`src/rtl/escalonador_processos_pkg.sv`:
```
// Shared definitions for the round-robin process scheduler: default sizes and FSM states.
package escalonador_processos_pkg;

   localparam int unsigned NUM_PROC_DEF = 4;
   localparam int unsigned ID_W_DEF     = 2;
   localparam int unsigned PC_W_DEF     = 32;
   localparam int unsigned Q_W_DEF      = 5;

   typedef enum logic [2:0] {
      OCIOSO     = 3'd0,
      EXECUTANDO = 3'd1,
      SALVA      = 3'd2,
      SELECIONA  = 3'd3,
      CARREGA    = 3'd4
   } estado_t;

endpackage

```
`src/rtl/escalonador_processos_seletor.sv`:
```
// Combinational rotate-priority finder: first set bit of i_valid at or after i_inicio, wrapping.
module seletor_round_robin
   import escalonador_processos_pkg::*;
#(
   parameter int unsigned N   = NUM_PROC_DEF,
   parameter int unsigned IDW = ID_W_DEF
) (
   input  logic [N-1:0]   i_valid,
   input  logic [IDW-1:0] i_inicio,
   output logic           o_achou,
   output logic [IDW-1:0] o_indice
);

   logic [IDW-1:0] w_pos;

   always_comb begin
      o_achou  = 1'b0;
      o_indice = '0;
      w_pos    = '0;
      // Scan from the far end back toward i_inicio so the closest hit is written last.
      // N is a power of two, so IDW-bit addition wraps modulo N.
      for (int unsigned k = N; k > 0; k--) begin
         w_pos = i_inicio + IDW'(k - 1);
         if (i_valid[w_pos]) begin
            o_achou  = 1'b1;
            o_indice = w_pos;
         end
      end
   end

endmodule

```
`src/rtl/escalonador_processos.sv`:
```
// Preemptive round-robin scheduler: process table, context-switch FSM and creation port.
module escalonador_processos
   import escalonador_processos_pkg::*;
#(
   parameter int unsigned NUM_PROC = NUM_PROC_DEF,
   parameter int unsigned ID_W     = ID_W_DEF,
   parameter int unsigned PC_W     = PC_W_DEF,
   parameter int unsigned Q_W      = Q_W_DEF
) (
   input  logic            clock,
   input  logic            reset_geral,
   input  logic            modo_preemptivo,
   input  logic            flag_faz_preempcao,
   input  logic [PC_W-1:0] salva_PC,
   input  logic            halt_proc,
   input  logic            cria_valid,
   input  logic [PC_W-1:0] cria_pc,
   input  logic [Q_W-1:0]  cria_quantum,
   output logic            cria_pronto,
   output logic [ID_W-1:0] cria_id,
   output logic            carrega_pc,
   output logic [PC_W-1:0] pc_novo,
   output logic [Q_W-1:0]  quantum,
   output logic            reset_cont_preempcao,
   output logic            troca_contexto,
   output logic [ID_W-1:0] processo_atual,
   output logic            ocioso
);

   estado_t             r_estado, w_prox_estado;
   logic [NUM_PROC-1:0] r_valid;
   logic [PC_W-1:0]     r_tab_pc [NUM_PROC];
   logic [Q_W-1:0]      r_tab_q  [NUM_PROC];
   logic [ID_W-1:0]     r_atual;
   logic [PC_W-1:0]     r_pc_novo;
   logic [Q_W-1:0]      r_quantum;

   logic                w_sel_achou;
   logic [ID_W-1:0]     w_sel_idx;
   logic [ID_W-1:0]     w_sel_inicio;
   logic                w_livre_achou;
   logic [Q_W-1:0]      w_cria_q;
   logic                w_preempta;

   assign w_sel_inicio = r_atual + ID_W'(1);
   assign w_cria_q     = (cria_quantum == '0) ? Q_W'(1) : cria_quantum;
   assign w_preempta   = modo_preemptivo & flag_faz_preempcao;
   assign cria_pronto  = cria_valid & w_livre_achou;

   seletor_round_robin #(.N(NUM_PROC), .IDW(ID_W)) u_sel_proximo (
      .i_valid  (r_valid),
      .i_inicio (w_sel_inicio),
      .o_achou  (w_sel_achou),
      .o_indice (w_sel_idx)
   );

   seletor_round_robin #(.N(NUM_PROC), .IDW(ID_W)) u_sel_livre (
      .i_valid  (~r_valid),
      .i_inicio ('0),
      .o_achou  (w_livre_achou),
      .o_indice (cria_id)
   );

   always_ff @(posedge clock or negedge reset_geral) begin
      if (!reset_geral) r_estado <= OCIOSO;
      else              r_estado <= w_prox_estado;
   end

   always_comb begin
      w_prox_estado = r_estado;
      case (r_estado)
         OCIOSO:     if (|r_valid) w_prox_estado = SELECIONA;
         EXECUTANDO: begin
            if (halt_proc)       w_prox_estado = SELECIONA;
            else if (w_preempta) w_prox_estado = SALVA;
         end
         SALVA:      w_prox_estado = SELECIONA;
         SELECIONA:  w_prox_estado = w_sel_achou ? CARREGA : OCIOSO;
         CARREGA:    w_prox_estado = EXECUTANDO;
         default:    w_prox_estado = OCIOSO;
      endcase
   end

   // Creation never targets the running slot (it is valid), so it cannot collide with halt/save.
   always_ff @(posedge clock or negedge reset_geral) begin
      if (!reset_geral) begin
         r_valid <= '0;
         for (int unsigned i = 0; i < NUM_PROC; i++) begin
            r_tab_pc[i] <= '0;
            r_tab_q[i]  <= '0;
         end
      end else begin
         if (cria_pronto) begin
            r_valid[cria_id]  <= 1'b1;
            r_tab_pc[cria_id] <= cria_pc;
            r_tab_q[cria_id]  <= w_cria_q;
         end
         if (r_estado == EXECUTANDO) begin
            if (halt_proc)       r_valid[r_atual]  <= 1'b0;
            else if (w_preempta) r_tab_pc[r_atual] <= salva_PC;
         end
      end
   end

   // The selected slot is latched straight into the output registers, valid throughout CARREGA.
   always_ff @(posedge clock or negedge reset_geral) begin
      if (!reset_geral) begin
         r_atual   <= '0;
         r_pc_novo <= '0;
         r_quantum <= '0;
      end else if (r_estado == SELECIONA && w_sel_achou) begin
         r_atual   <= w_sel_idx;
         r_pc_novo <= r_tab_pc[w_sel_idx];
         r_quantum <= r_tab_q[w_sel_idx];
      end
   end

   assign carrega_pc           = (r_estado == CARREGA);
   assign troca_contexto       = (r_estado == CARREGA);
   assign reset_cont_preempcao = (r_estado != EXECUTANDO);
   assign ocioso               = (r_estado == OCIOSO);
   assign pc_novo              = r_pc_novo;
   assign quantum              = r_quantum;
   assign processo_atual       = r_atual;

endmodule

```
`config.mk`:
```
export PLATFORM = sky130hd
export DESIGN_NAME = escalonador_processos
export DESIGN_NICKNAME = d
export VERILOG_FILES = /design/src/rtl/escalonador_processos_pkg.sv /design/src/rtl/escalonador_processos_seletor.sv /design/src/rtl/escalonador_processos.sv
export SDC_FILE = /design/constraint.sdc
export NUM_CORES = 1
export LEC_CHECK = 0
export BUFFER_PORTS_ARGS = -buffer_cell sky130_fd_sc_hd__buf_4
export CAP_MARGIN = 20
export CELL_PAD_IN_SITES_DETAIL_PLACEMENT = 1
export CELL_PAD_IN_SITES_GLOBAL_PLACEMENT = 1
export CORE_MARGIN = 5
export CORE_UTILIZATION = 45
export DETAILED_ROUTE_END_ITERATION = 16
export PLACE_DENSITY = 0.8
export REMOVE_ABC_BUFFERS = 1
export SYNTH_ARGS = -nofsm -noshare
export SYNTH_HDL_FRONTEND = slang
export SYNTH_HIERARCHICAL = 1
export SYNTH_SLANG_ARGS = --single-unit
export TNS_END_PERCENT = 1
```
`constraint.sdc`:
```
create_clock -name clock -period 7.4 [get_ports clock]
set_clock_uncertainty 0.2 [all_clocks]
set_input_delay 1.48 -clock clock [delete_from_list [all_inputs] [get_ports clock]]
set_output_delay 1.48 -clock clock [all_outputs]
set_load 0.01 [all_outputs]
```
After elaboration in Yosys (flattened, before gate mapping)

Cells that the tools add are included.

Bits in registers: 194
Bits of input ports: 75
Output and inout port bits: 46

Add/subtract/negate cells: 4
Order comparisons: 13
Equality and inequality tests: 7
Mux-type cells: 56
Bitwise operators: 9
Reductions and logical operators: 9

Operators with widths:

| cell                                                                 | number |
|---|---|
| 128-bit two-way mux                                                  | 4 |
| 128-bit bitwise mux                                                  | 2 |
| 32-bit demux with 2-bit select                                       | 2 |
| 32-bit two-way mux                                                   | 4 |
| 32-bit binary-select mux with 2-bit select                           | 1 |
| 20-bit bitwise mux                                                   | 1 |
| 5-bit two-way mux                                                    | 4 |
| 2-bit by 3-bit < comparator with 1-bit output, second input constant | 6 |
| 2-bit two-way mux                                                    | 8 |
| 3-bit one-hot mux with 5 select lines                                | 1 |
| 1-bit two-way mux                                                    | 14 |
| 3-bit two-way mux                                                    | 4 |
| 4-bit two-way mux                                                    | 3 |
| 5-bit binary-select mux with 2-bit select                            | 1 |
| 5-bit demux with 2-bit select                                        | 1 |
| 3-bit greater-or-equal comparator, second input constant             | 3 |
| 2-bit inverter with 3-bit output                                     | 3 |
| 1-bit binary-select mux with 2-bit select                            | 4 |
| 4-bit inverter                                                       | 2 |
| 3-bit by 2-bit == test with 1-bit output, second input constant      | 2 |
| 3-bit by 1-bit < comparator with 1-bit output, second input constant | 2 |
| 1-bit logical AND                                                    | 5 |
| 5-bit logical NOT                                                    | 1 |
| 2-bit by 1-bit adder with 2-bit output, second input constant        | 2 |
| 14 further kinds                                                     | 18 |

Logic depth before layout (Yosys ltp)

Gate-level depths: netlist of run 1.

Depth in word-level cells: 16
Depth in mapped cells: 9
Mapped depth without buffers: 7

Modules after synthesis

The synthesis of run 1 kept the hierarchy.

Modules (own cells, without submodules):

| module                | instances | cells each | area each (um2) |
|---|---|---|---|
| escalonador_processos | 1         | 635        | 10303.6 |
| seletor_round_robin   | 2         | 13         | 77.6 |

Least setup slack after synthesis of run 1

Ideal clock, no wire load.

Path kind: input port to output port
Start point: input port cria_valid
End point: output port cria_pronto
Data arrival time: 1.645 ns
Required time: 5.720 ns
Setup slack: 4.075 ns
Stages on the path: 1
Path buffers: 0
Cells stage by stage: and2_1

Cells in the longest elaborated chain, start to end: 1

RTL lines:

| item            | RTL line                    | RTL |
|---|---|---|
| start, declared | escalonador_processos.sv:16 | `input logic cria_valid,` |
| 1-bit AND       | escalonador_processos.sv:48 | `assign cria_pronto = cria_valid & w_livre_achou;` |
| end, declared   | escalonador_processos.sv:19 | `output logic cria_pronto,` |

No other way between the ends.

Final worst setup path of run 1

Same ends and word-level chain as after synthesis.

==> results.ini, run 1 <==
[outcome]
status=finished, final reports clean

[power_and_ir_drop]
power.total_mw=6.24
power.density_mw_per_mm2=511
p_leak_nw=5.69
ir_drop_v=0.000297

[synthesis]
synthCells=661
synth.distinct_cells=34
synth_top_area_share_pct=46.4
synth-edff-count=0
synth.top_cells.by_area=dfrtp_1 (46%), mux2_2 (21%), mux2_4 (17%), mux4_2 (8.0%), buf_6 (1.3%)
ys_seq_elements=194
async_flop_share_pct=100
yosysSeqAreaShare_pct=46.4
synth.avg_cell_area_sq_um=15.8
synth_flop_cell=dfrtp_1
netlist_area_sq_mm=0.0105
yosys.area.top_type=dfrtp_1
yosys_warnings=6

[floorplanning]
rows=55
die_w_um=162
fp.coreArea_sq_mm=0.0228
die_area_sq_mm=0.0264
initial_core_util_pct=45.9
ios=121
die_h_um=162

[sta]
grt_setup_unrepaired=false
worst_pin_slew_ns=0.986
slew_violations=0
relSlewSlack_pct=34.2
fin_tns_setup_ns=0
hold_violations=0
setup-violations-final=0
timing.final.crit_share_pct=48.3
fmaxAchievable_ghz=0.280
fin_crit_ns=3.57

[global_routing]
grt_max_degree=118
grt_pass1_vias=7202
busiest_layer=met2
antenna_found_initial=0
grt_util_all_layers_pct=20.4
met2_usage_pct=36.4
use_met3_pct=3.57
met1_usage_pct=25.7
grt_overflow=0
grt_pass1_wl_um=41900

[worst_setup_path]
worst-endpoint-arrival_ns=1.89
worst-setup-path-type=in2out
crit_fanout=5
path_cells=buf_4, and2_1, buf_4
crit_required_ns=5.72
critPathLaunch=cria_valid
path_common_cell=buf_4
crit_family=buffers and inverters
max_stage_delay_ns=0.15
r2r_start=processo_atual[0]
cp-end-kind=primary output
crit_buf_inv=2
worstSetupStartpointType=input port
crit_slowest_cell=and2_1

[clock_tree]
htreeDepth=4
cts_buffer_depth=2
cts_setup_buffers=0
cts_hold_buf=0
ctsResizeCount=0
cts_tree=built
cts-buffers-inserted=17
cts_root_buf=clkbuf_16
clkSinkCount=194
cts.clk_slew.worst_paths_ns=0.07
clkLatencyLatePin_ns=0.43

[layout]
layout-drive-gt1-share_pct=66.0
diodes=0
mostFrequentLayoutCells=dfrtp_1 (194), mux2_2 (191), buf_4 (128), mux2_4 (120), mux4_2 (37)
fillers=2179
layout_commonest_cell=dfrtp_1
area_growth_pct=16.8
nets=855

[detailed_routing]
detail_route.wl_per_cell_um=23.6
ant_nets=0
via_per_inst=5.52
drt_wl_total_um=26000
vias=6084
firstDrtPassIters=4
drt-initial-drc-count=248
drc=0

[placement]
io_buffers=120
place.gp.congestion=0.765
hpwl_um=16100

[hold_path]
hold_path_class=reg2reg
hold_start=r_tab_q[0]

[flow_run]
cap_violations=0

==> registers in the layout, indices dropped and copies added (netlist names) <==
name,count
pc_novo,32
processo_atual,2
quantum,5
r_estado,3
r_tab_pc,128
r_tab_q,20
r_valid,4
==> worst reg2reg max path, cell delays in order (launching register included) <==
cell	delay [ns]
dfrtp_1	0.44
inv_1	0.15
ha_1	0.40
nor3b_1	0.23
a211oi_1	0.12
nor2_4	0.09
buf_4	0.54
mux4_2	0.60
mux2_2	0.26
==> layer usage <==
layer	up-vias	part of all wire, %
li1	2677	-
met1	3270	43
met2	113	52
met3	24	3.5
met4	0	1.3
met5	-	0
==> final cells by class <==
cell class	count	area (sq um)	share of cell area [%]
inverter	8	30.0	0.246
clock buffer	17	425	3.48
tap	313	392	3.21
multi-input combinational	425	5340	43.7
timing repair buffer	130	1000	8.21
sequential	194	4850	39.7
clock inverter	15	169	1.38
==> cell families after synthesis <==
kind of cell | share of synthesized area (%)
flops | 46.4
other cells | 0.0359
buf+inv | 2.95
mux | 46.0
simple gates | 2.91
compound gates | 1.26
fa+ha+maj | 0.479
==> cells in the mapped netlist (2+ instances only) <==
| library cell | count |
|---|---|
| dfrtp_1 | 194 |
| mux2_2 | 191 |
| mux2_4 | 120 |
| mux4_2 | 37 |
| buf_2 | 16 |
| buf_6 | 12 |
| nor2_1 | 11 |
| buf_1 | 8 |
| inv_1 | 8 |
| nand2_1 | 7 |
| a21oi_1 | 6 |
| nor3b_1 | 5 |
| ha_1 | 4 |
| nand2b_1 | 4 |
| nand3_4 | 4 |
| o21ai_0 | 4 |
| a22oi_1 | 3 |
| buf_4 | 3 |
| clkbuf_1 | 3 |
| nand4b_1 | 3 |
| a211oi_1 | 2 |
| a211oi_2 | 2 |
| mux2i_1 | 2 |
| nor4_1 | 2 |
==> metrics by stage <==
step                      worst slack, ns  instance area, sq um  hold WS, ns  std cells  utilization (%)
after floorplan                      2.45                 10200        0.245        627                -
after global placement               3.72                 11600        0.259       1069             50.9
after detailed placement             3.71                 11600        0.271       1069             50.9
after CTS                            3.83                 12200        0.288       1101             53.5
after global routing                 3.81                 12200        0.318       1102             53.6
final                                3.83                 12200        0.288       1102             53.6
==> path summary, 6_finish.rpt <==
kind / endpoint / slack (ns) / depth (start not counted)
hold reg to reg: r_tab_q[0] / 0.29 / 2
min in group asynchronous: r_estado[0] / 0.95 / 1
hold / removal: r_tab_q[0] / 0.29 / 2
setup reg to reg: pc_novo[31] / 4.26 / 8
setup / recovery: cria_pronto / 3.83 / 3
max in group asynchronous: r_tab_pc[48] / 4.76 / 3
==> power by group <==
part | total, mW | internal, mW | leakage, nW | switching, mW
combinational | 3.37 | 2.06 | 3.10 | 1.31
clock | 0.941 | 0.482 | 0.286 | 0.458
sequential | 1.94 | 1.62 | 2.31 | 0.319
(Power assumes the default switching activity.)
==> inputs of run 2 (changes only) <==
==> constraint.sdc (replaced) <==
create_clock -name clock -period 3.7 [get_ports clock]
set_clock_uncertainty 0.2 [all_clocks]
set_input_delay 0.74 -clock clock [delete_from_list [all_inputs] [get_ports clock]]
set_output_delay 0.74 -clock clock [all_outputs]
set_load 0.01 [all_outputs]
==> results.ini, run 2 (synthesized netlist as in run 1, its figures left out) <==
[outcome]
status=finished, final reports clean

[worst_setup_path]
path_cells=inv_1, ha_1, nor3b_1, a211oi_1, nor2_4, buf_4, mux4_2, mux2_2
worst-setup-path-type=reg2reg
crit_required_ns=3.82
r2r_setup_slack_ns=0.51
r2r_end=pc_novo[2]
crit_fanout=16
reg2reg_depth=8
cp-end-kind=flip-flop
crit_slowest_cell=dfrtp_1
worst-endpoint-arrival_ns=3.31
worstSetupStartpointType=flip-flop
r2r_start=processo_atual[0]
max_stage_delay_ns=0.44
crit_family=simple AND/OR/NAND/NOR gates
crit_buf_inv=2

[placement]
io_buffers=120
hpwl_um=16800
dp_cells=1073
place.gp.congestion=0.759

[sta]
relSlewSlack_pct=42.5
worst_pin_slew_ns=0.863
timing.final.crit_share_pct=86.2
hold_violations=0
fmaxAchievable_ghz=0.313
fin_tns_setup_ns=0
fin_crit_ns=3.19
grt_setup_unrepaired=false
slew_violations=0
setup-violations-final=0

[detailed_routing]
via_per_inst=5.53
detail_route.wl_per_cell_um=23.9
top_layer_used=met4
drc=0
wl_met3_um=1220
drt-initial-drc-count=307
vias=6113
wl_met2_um=13800
drt_wl_total_um=26400
ant_nets=0
drt-met1-wl_um=11000
firstDrtPassIters=4

[clock_tree]
cts_setup_buffers=0
ctsResizeCount=0
clkSinkCount=194
cts_hold_buf=0
cts_root_buf=clkbuf_16
cts-buffers-inserted=17
htreeDepth=4
cts.clk_slew.worst_paths_ns=0.08
clkLatencyLatePin_ns=0.44
cts_buffer_depth=2
cts_tree=built

[power_and_ir_drop]
ir_drop_v=0.000701
power.switching_mw=4.13
p_sw_share_pct=33.0
power.density_mw_per_mm2=1020
internal_power_mw=8.38
p_comb_share_pct=53.9
p_leak_nw=5.70
clockPowerShare_pct=14.9
seqPwrFrac_pct=31.2
power.total_mw=12.5

[layout]
largest_reg_flops=128
stdcell_count=1105
layout-drive-gt1-share_pct=66.2
regMostFlops=r_tab_pc
area_growth_pct=17.2
nets=858
diodes=0
mostFrequentLayoutCells=dfrtp_1 (194), mux2_2 (191), buf_4 (128), mux2_4 (120), mux4_2 (37)
layout_commonest_cell=dfrtp_1

[floorplanning]
ios=121
die_h_um=162
die_area_sq_mm=0.0264
rows=55
fp.coreArea_sq_mm=0.0228
die_w_um=162
initial_core_util_pct=45.9

[global_routing]
grt_pass1_vias=7235
antenna_found_initial=0
grt_max_degree=86
grt_pass1_wl_um=42200
grt_overflow=0
grt_util_all_layers_pct=20.6

[flow_run]
cap_violations=0

[hold_path]
hold_path_class=in2async

-- run 2: worst max path at each step --
stage	startpoint	endpoint	slack, ns	depth (start not counted)
after detailed placement	processo_atual[0]	pc_novo[2]	0.53	8
final	processo_atual[0]	pc_novo[2]	0.51	8
after global placement	processo_atual[0]	pc_novo[14]	0.70	8
after global routing	processo_atual[0]	pc_novo[21]	0.38	8
after floorplan	processo_atual[0]	pc_novo[0]	-1.25	6
after CTS	processo_atual[0]	pc_novo[2]	0.51	8
-- run 2: final cells by class --
cell class	count	area, sq um
fillers	2185	10500
multi-input cells	425	5340
flip-flops and latches	194	4850
repair buffers	133	1050
clock buffers	18	439
well taps	313	392
clock inverters	14	144
inverters	8	30.0
-- run 2: power by group through the flow --
stage | sequential, mW | clock (mW) | combinational, mW
floorplan | 3.76 | 0 | 4.83
global placement | 3.79 | 0 | 6.49
CTS | 3.89 | 1.90 | 6.84
detailed placement | 3.92 | 0 | 6.79
finish | 3.90 | 1.86 | 6.75
global route | 4.01 | 2.00 | 7.25
-- run 2: metal layers --
layer / GRT usage, % / up-vias
met5: 0 / -
met4: 5.34 / 0
met3: 4.02 / 27
met2: 36.3 / 154
met1: 26.0 / 3255
li1: - / 2677
-- run 2: metrics by stage --
stage	hold WS [ns]	setup slack [ns]	instance area (sq um)	util, %
global route	0.197	0.376	12300	53.8
detailed placement	0.290	0.527	11700	51.2
CTS	0.179	0.508	12300	53.8
global placement	0.257	0.705	11700	51.2
floorplan	0.244	-1.25	10200	-
finish	0.151	0.509	12300	53.8
